==> src/rtl/regfile_scoreboard.sv <==
// Pending-write scoreboard and decode interlock for the Y86-64 register file.
// Tracks in-flight writes per register (ids 0..14; id 4'hF is never tracked),
// stalls decode on a busy source or a saturating destination, and flags
// counter underflow/overflow in a sticky error bit.
module regfile_scoreboard #(
    parameter int unsigned CNT_W     = 2,
    parameter bit          WB_BYPASS = 1'b0
) (
    input  logic        clk,
    input  logic        rst_n,
    input  logic        dec_valid,
    input  logic [3:0]  dec_srcA,
    input  logic [3:0]  dec_srcB,
    input  logic [3:0]  dec_dstE,
    input  logic [3:0]  dec_dstM,
    output logic        dec_stall,
    input  logic        wb_valid,
    input  logic [3:0]  wb_dstE,
    input  logic [3:0]  wb_dstM,
    input  logic        kill_valid,
    input  logic [3:0]  kill_dstE,
    input  logic [3:0]  kill_dstM,
    output logic [14:0] busy_vec,
    output logic [5:0]  inflight,
    output logic        err
);

    localparam int unsigned NREG  = 15;
    localparam int unsigned SW    = CNT_W + 2;
    localparam int unsigned MAXC  = (1 << CNT_W) - 1;
    localparam int unsigned IFL_W = 6;

    // Number of the two ids (0..2) that name register r; r < 15 so 4'hF never hits.
    function automatic logic [1:0] hits(input logic [3:0] a, input logic [3:0] b,
                                        input int unsigned r);
        hits = 2'(a == 4'(r)) + 2'(b == 4'(r));
    endfunction

    logic [CNT_W-1:0] cnt_q [NREG];
    logic [CNT_W-1:0] cnt_d [NREG];
    logic [1:0]       dinc  [NREG];
    logic [1:0]       wbdec [NREG];
    logic [1:0]       kdec  [NREG];
    logic [NREG-1:0]  busy_q, busy_d;
    logic [IFL_W-1:0] inflight_q, inflight_d;
    logic             err_q, err_d;
    logic             issue;

    // Per-register claim/release counts straight from the stage inputs.
    always_comb begin
        for (int unsigned r = 0; r < NREG; r++) begin
            dinc[r]  = hits(dec_dstE, dec_dstM, r);
            wbdec[r] = wb_valid   ? hits(wb_dstE, wb_dstM, r)     : 2'd0;
            kdec[r]  = kill_valid ? hits(kill_dstE, kill_dstM, r) : 2'd0;
        end
    end

    // Decode interlock: busy source or destination that would pass max count.
    always_comb begin : stall_blk
        logic             src_busy;
        logic             sat;
        logic [SW-1:0]    cnt_x;
        logic [SW-1:0]    rem;
        src_busy = 1'b0;
        sat      = 1'b0;
        cnt_x    = '0;
        rem      = '0;
        for (int unsigned r = 0; r < NREG; r++) begin
            cnt_x = SW'(cnt_q[r]);
            rem   = WB_BYPASS ? (cnt_x - SW'(wbdec[r])) : cnt_x;
            if ((dec_srcA == 4'(r) || dec_srcB == 4'(r)) && rem != '0) begin
                src_busy = 1'b1;
            end
            if (dinc[r] != 2'd0 && (cnt_x + SW'(dinc[r])) > SW'(MAXC)) begin
                sat = 1'b1;
            end
        end
        dec_stall = dec_valid & (src_busy | sat);
    end

    assign issue = dec_valid & ~dec_stall;

    // Counter update with clamping; busy/inflight are derived from the new counts
    // so the registered views line up with the counters.
    always_comb begin : next_blk
        logic [SW-1:0] sum;
        sum        = '0;
        err_d      = err_q;
        busy_d     = '0;
        inflight_d = '0;
        for (int unsigned r = 0; r < NREG; r++) begin
            // Two's-complement in SW bits: range -4..2*MAXC fits, sign bit marks underflow.
            sum = SW'(cnt_q[r]) + (issue ? SW'(dinc[r]) : SW'(0))
                  - SW'(wbdec[r]) - SW'(kdec[r]);
            if (sum[SW-1]) begin
                cnt_d[r] = '0;
                err_d    = 1'b1;
            end else if (sum > SW'(MAXC)) begin
                cnt_d[r] = CNT_W'(MAXC);
                err_d    = 1'b1;
            end else begin
                cnt_d[r] = CNT_W'(sum);
            end
            busy_d[r]  = (cnt_d[r] != '0);
            inflight_d = inflight_d + IFL_W'(cnt_d[r]);
        end
    end

    // State registers.
    always_ff @(posedge clk or negedge rst_n) begin
        if (!rst_n) begin
            for (int unsigned r = 0; r < NREG; r++) begin
                cnt_q[r] <= '0;
            end
            busy_q     <= '0;
            inflight_q <= '0;
            err_q      <= 1'b0;
        end else begin
            for (int unsigned r = 0; r < NREG; r++) begin
                cnt_q[r] <= cnt_d[r];
            end
            busy_q     <= busy_d;
            inflight_q <= inflight_d;
            err_q      <= err_d;
        end
    end

    assign busy_vec = busy_q;
    assign inflight = inflight_q;
    assign err      = err_q;

endmodule
==> config.mk <==
export PLATFORM = sky130hd
export DESIGN_NAME = regfile_scoreboard
export DESIGN_NICKNAME = d
export VERILOG_FILES = /design/src/rtl/regfile_scoreboard.sv
export SDC_FILE = /design/constraint.sdc
export NUM_CORES = 1
export LEC_CHECK = 0
export CORE_MARGIN = 3
export CORE_UTILIZATION = 50
export DETAILED_ROUTE_END_ITERATION = 7
export GPL_TIMING_DRIVEN = 0
export PLACE_DENSITY_LB_ADDON = 0.15
export SLEW_MARGIN = 5
export SYNTH_ARGS = -nofsm -noshare
export SYNTH_HDL_FRONTEND = slang
export SYNTH_SLANG_ARGS = --single-unit
==> constraint.sdc <==
create_clock -name clk -period 9.32 [get_ports clk]
set_clock_uncertainty 0.05 [all_clocks]
set_input_delay 2.796 -clock clk [delete_from_list [all_inputs] [get_ports clk]]
set_output_delay 2.796 -clock clk [all_outputs]
set_load 0.005 [all_outputs]
Word-level counts from Yosys, hierarchy flattened

Cells that the tools add are included.

Add/subtract/negate cells: 119
Magnitude comparators: 30
Equality and inequality tests: 112
Mux-type cells: 135
Bitwise operators: 4
Reductions and logical operators: 99

Operators with widths:

| cell               | count |
|---|---|
| $eq 4x4->1 const B | 56 |
| $mux 2             | 75 |
| $eq 4x3->1 const B | 32 |
| $add 2x2->3        | 31 |
| $add 1x1->2        | 45 |
| $reduce_bool 2->1  | 45 |
| $eq 4x2->1 const B | 16 |
| $add 6x2->6        | 10 |
| $gt 4x2->1 const B | 15 |
| $mux 1             | 60 |
| $sub 3x2->4        | 15 |
| $sub 4x2->4        | 15 |
| $gt 3x2->1 const B | 15 |
| $eq 4x1->1 const B | 8 |
| $logic_not 4->1    | 8 |
| $logic_and 1x1->1  | 30 |
| $reduce_bool 30->1 | 1 |
| $logic_or 1x1->1   | 15 |
| $add 5x2->6        | 1 |
| $add 4x2->5        | 1 |
| $add 3x2->4        | 1 |
| $and 1x1->1        | 2 |
| $not 1->1          | 1 |
| $or 1x1->1         | 1 |

Register bits: 52
Bits of input ports: 37
Output and inout port bits: 23

Depth between registers and ports, before layout

Depth in word-level cells: 59
Gate-level depth with buffers: 32

Worst setup path before layout

No wires, ideal clock.

Path kind: input port to flip-flop
Start point: input port dec_dstE[2]
End point: register inflight_q[5] (netlist: inflight[5])
Setup time: 0.118 ns
Arrival time: 9.875 ns
Slack: -0.723 ns
Cell stages on the path: 30
Buffers on the path: 1
Cells stage by stage: nor2b_1 -> nand3_1 -> inv_1 -> ha_1 -> ha_1 -> a31oi_1 -> o22ai_1 -> nor4_1 -> and3_1 -> clkbuf_1 -> nand3_1 -> fa_1 -> inv_1 -> ha_1 -> fa_1 -> xor2_1 -> nor2_1 -> or2_2 -> fa_1 -> inv_1 -> fa_1 -> fa_1 -> fa_1 -> inv_1 -> fa_1 -> inv_1 -> ha_1 -> fa_1 -> a21o_1 -> a21o_1

Word-level cells in the longest chain between the ends: 45
Elaborated cells on any way between the ends: 228
Those cells by class: add/sub (89); order compare (30); eq/ne (14); mux (60); bitwise (4); reduce/logical (31)

Ends and longest elaborated chain:

| what                     | line | text |
|---|---|---|
| start: declaration       | 14   | `input logic [3:0] dec_dstE,` |
| $logic_not 4->1          | 36   | `hits = 2'(a == 4'(r)) + 2'(b == 4'(r));` |
| $add 1x1->2              | 36   |  |
| $add 2x2->3              | 74   | `if (dinc[r] != 2'd0 && (cnt_x + SW'(dinc[r])) > SW'(MAXC)) begin` |
| $gt 3x2->1               | 74   |  |
| $logic_and 1x1->1        | 74   |  |
| $mux 1 (15 in a row)     | 74   |  |
| $or 1x1->1               | 78   | `dec_stall = dec_valid & (src_busy \| sat);` |
| $and 1x1->1              | 78   |  |
| [... 8 more ...]         | --   |  |
| $mux 2                   | 95   | `if (sum[SW-1]) begin` |
| $add 2x2->3              | 105  | `inflight_d = inflight_d + IFL_W'(cnt_d[r]);` |
| $add 3x2->4              | 105  |  |
| $add 4x2->5              | 105  |  |
| $add 5x2->6              | 105  |  |
| $add 6x2->6 (9 in a row) | 105  |  |
| $add 6x2->6 *            | 105  |  |
| named net inflight_d[5]  | 45   | `logic [IFL_W-1:0] inflight_q, inflight_d;` |
| end signal: assignment   | 123  | `inflight_q <= inflight_d;` |
| end: declaration         | 45   |  |

The timed path passes the listed nets; every way through them passes the cells marked *.
A chain may end at the register's enable or synchronous reset.

==> metrics.md <==
| Metric | Value |
|---|---|
| Average via count per standard cell | 5.697 |
| Hold WS | 606.5 ps |
| Number of hold-slack violations in the final timing report | 0 |
| Beginning of the worst register-to-register path | cnt_q[5]$_DFF_PN0_ |
| Vias in the first global route | 6,810 |
| Number of antenna-violating nets in the routed design | 0 |
| Row count | 45 |
| WL per Instance | 20.29 µm |
| # clock sinks | 52 |
| Yosys cell types | 36 |
| Setup Slack @ Placement | -1977 ps |
| Final critical delay including setup and external delays | 9777 ps |
| Sequential area share after synthesis | 0.1629 |
| Source-to-sink clock delay at the later pin of the worst-skew pair | 310 ps |
| Ratio of cells with drive above 1 in the final layout | 0.2289 |
| Largest net degree at the start of global routing | 33 |
| Minimum setup slack among reg-to-reg paths | 2010 ps |
| Most frequent CP cell | fa_1 |
| Slowest cell on the critical path | fa_2 |
| Count of inserted antenna diode cells | 0 |
| Slowest stage delay, CP | 640 ps |
| Die Wd | 132.4 µm |
| Number of design-rule violations left by the first detailed-router iteration | 544 |
| Clock slew at the register clock pins of the worst setup and hold paths | 80 ps |
| Number of cells on the worst reg-to-reg path | 26 |
| Total wire length | 24,940 µm |
| Setup repair after global routing missed its margin | yes |
| CTS hold repair buffers | 0 |
| Clock buffers created by TritonCTS | 5 |
| Total of endpoints with negative setup slack in the final report | 4 |
| Maximum number of buffers from clock root to sink | 2 |
| Critical Path AT | 9930 ps |
| Overall fraction of global-route tracks in use | 0.2782 |
| Critical Path Source Type | input port |
| Core region area | 15,430 µm² |
| Number of max-slew violations in the final report | 0 |
| WP data required | 9480 ps |
| Worst min-delay path startpoint | err$_DFFE_PN0P_ |
| Final Wtd Congestion | 1.009 |
| Achievable Freq | 102.3 MHz |
| Average cell area after synthesis | 8.837 µm² |
| Fraction of the cycle the final worst path needs | 1.049 |
| Class of the tightest hold or removal check | flip-flop to flip-flop |
| Critical path start-end classification | input port to flip-flop |
| Total global routing overflow | 0 |
| DRC violation count after routing | 0 |
| Failing checks | negative setup slack |
| Yosys Warn Count | 0 |
| Detailed-placement wirelength estimate | 19,580 µm |
| Worst Hold Endpoint | err$_DFFE_PN0P_ |
| Actual transition at the worst max-transition pin | 854.3 ps |
| Standard cell area after detailed placement | 8996 µm² |
| Die Ht | 132.4 µm |
| Clock tree from TritonCTS | built |
| Worst Hold Path Cells | 4 |
| Number of enable-type register cells in the synthesized netlist | 0 |
| Starting Density | 0.5178 |
| Worst Slack Setup Final | -456.6 ps |
| Status | finished, violations left |
| Port-buffer cells | 57 |
| Instance count of the mapped netlist | 904 |
| Slew headroom | 0.4252 |
| Share of flip-flops with an asynchronous set or reset after synthesis | 1.000 |
| Clock root buffer master | clkbuf_16 |
| Critical register-to-register path endpoint | inflight[5]$_DFF_PN0_ |
| Wire length of the first global-routing pass | 37,380 µm |
| Nets@finish | 1,281 |
| Highest fanout seen on the critical path | 6 |
| Area growth from synthesis to final layout | 32.00% |
| Number of register bits inferred by synthesis | 52 |
| Via count | 7,002 |
| Number of iterations in the first detailed-routing pass | 7 |
| Critical Path End Type | flip-flop |
| Antenna violations before repair | 0 |
| Die Outline Area | 17,530 µm² |
| Top FF cell, synth | dfrtp_1 |
| Number of maximum-capacitance violations | 0 |
| Final Instance Area | 10,550 µm² |
| Net count of the mapped netlist | 1,168 |
| I/O pin count | 60 |
| Cell Area, Synth | 7989 µm² |
| Total Negative Setup Slacks | -1337 ps |
| Count of H-tree levels built during CTS | 2 |
[final cells by class]
class	count	area, µm²
multi-input combinational	643	6897
fill	1228	4882
sequential	52	1301
timing repair buffer	106	1050
inverter	189	709.4
tap	211	264.0
buffer	20	152.6
clock buffer	5	125.1
clock inverter	3	46.29
[cell usage after synthesis, types with 2 or more instances]
master     count  area (µm²)
nand2b_1      16       100.1
and4_1         2       17.52
buf_2         11       55.05
nand2_1       60       225.2
a21o_1        21       157.7
or2_2          3       18.77
a31oi_1       25       156.4
nor4b_1       10       87.58
ha_1         142        1777
xnor2_1        5       43.79
nor2b_1        8       50.05
fa_1          85        1702
nor4bb_1      11       110.1
o21bai_1       8       60.06
clkbuf_1       8       30.03
and2_1        30       187.7
or4_1          2       15.01
nor4_1        10       62.56
nand3_1       37       185.2
o22ai_1       15       93.84
a21oi_1       30       150.1
o22a_1         2       17.52
nor2_1        57       214.0
nor3_1        26       130.1
dfrtp_1       52        1301
inv_1        189       709.4
and4b_1        6       60.06
and3_1         7       43.79
nand4b_1       2       17.52
o2111ai_1      3       26.28
xor2_1        16       140.1
[per-layer routing]
metal | part of all wire | vias to the layer above | wire (µm) | GRT usage
li1 | - | 3191 | - | -
met1 | 0.42 | 3484 | 10460 | 0.3923
met2 | 0.47 | 274 | 11630 | 0.4277
met3 | 0.077 | 53 | 1928 | 0.05076
met4 | 0.037 | 0 | 923 | 0.1074
met5 | 0 | - | 0 | 0
[critical path: cells and delay by family]
family	cells	cell delay (ps)
buffers and inverters	7	560
and+or+nand+nor	6	1130
AOI/OAI and AO/OA	4	730
adders and majority gates	12	4680
[state kept, by name, indices dropped and copies added, names as in the netlist]
register,cells
cnt_q,30
busy_vec,15
inflight,6
err,1
[cells in the final DEF (no fill, tap or decap), types with 7 or more instances in the layout]
master | synthesis | layout
a21o_1 | 21 | 21
a21oi_1 | 30 | 11
a21oi_2 | 0 | 12
a21oi_4 | 0 | 7
a31oi_1 | 25 | 15
a31oi_4 | 0 | 7
and2_1 | 30 | 30
buf_4 | 1 | 44
buf_6 | 0 | 13
clkdlybuf4s50_1 | 0 | 41
dfrtp_1 | 52 | 52
dlymetal6s2s_1 | 0 | 7
fa_1 | 85 | 67
fa_2 | 0 | 18
ha_1 | 142 | 116
ha_4 | 0 | 21
inv_1 | 189 | 175
inv_2 | 0 | 14
nand2_1 | 60 | 55
nand2b_1 | 16 | 16
nand3_1 | 37 | 24
nand3_2 | 0 | 11
nor2_1 | 57 | 43
nor2_2 | 0 | 10
nor2b_4 | 0 | 8
nor3_1 | 26 | 26
nor4_1 | 10 | 8
nor4b_1 | 10 | 10
nor4bb_1 | 11 | 11
o21bai_1 | 8 | 8
o22ai_1 | 15 | 13
[per-stage QoR]
step / std cells / utilization
global placement: 1172 / 0.5822
finish: 1229 / 0.6835
CTS: 1210 / 0.6449
detailed placement: 1173 / 0.5831
floorplan: 904 / -
global route: 1229 / 0.6835
[how the worst max path moves through the flow]
stage	startpoint	endpoint	slack (ps)	cells after the start
after floorplan	dec_dstE[1]	inflight[5]$_DFF_PN0_	-230	30
after global placement	dec_dstM[1]	inflight[5]$_DFF_PN0_	-1920	30
after detailed placement	dec_dstM[1]	inflight[5]$_DFF_PN0_	-1980	30
after CTS	dec_dstE[1]	inflight[5]$_DFF_PN0_	-410	30
after global routing	dec_dstM[0]	inflight[5]$_DFF_PN0_	-740	32
final	dec_dstM[2]	inflight[5]$_DFF_PN0_	-460	29
[kinds of logic after synthesis]
group	count (synthesis)	share of synthesized area
XOR/XNOR	21	0.02302
flip-flops	52	0.1629
AND/OR/NAND/NOR	289	0.1933
AO/OA/AOI/OAI	106	0.08504
adder cells (fa/ha/maj)	227	0.4354
buffers and inverters	209	0.1004
[what timing repair did]
action	CTS	global route
pin swaps	49	55
gates cloned	1	0
buffers inserted	28	19
endpoints found under the setup margin	6	5
resized for setup	170	91
Power is not shown: default switching activity piles up to over one toggle a cycle in this logic, so the estimate is an artifact.
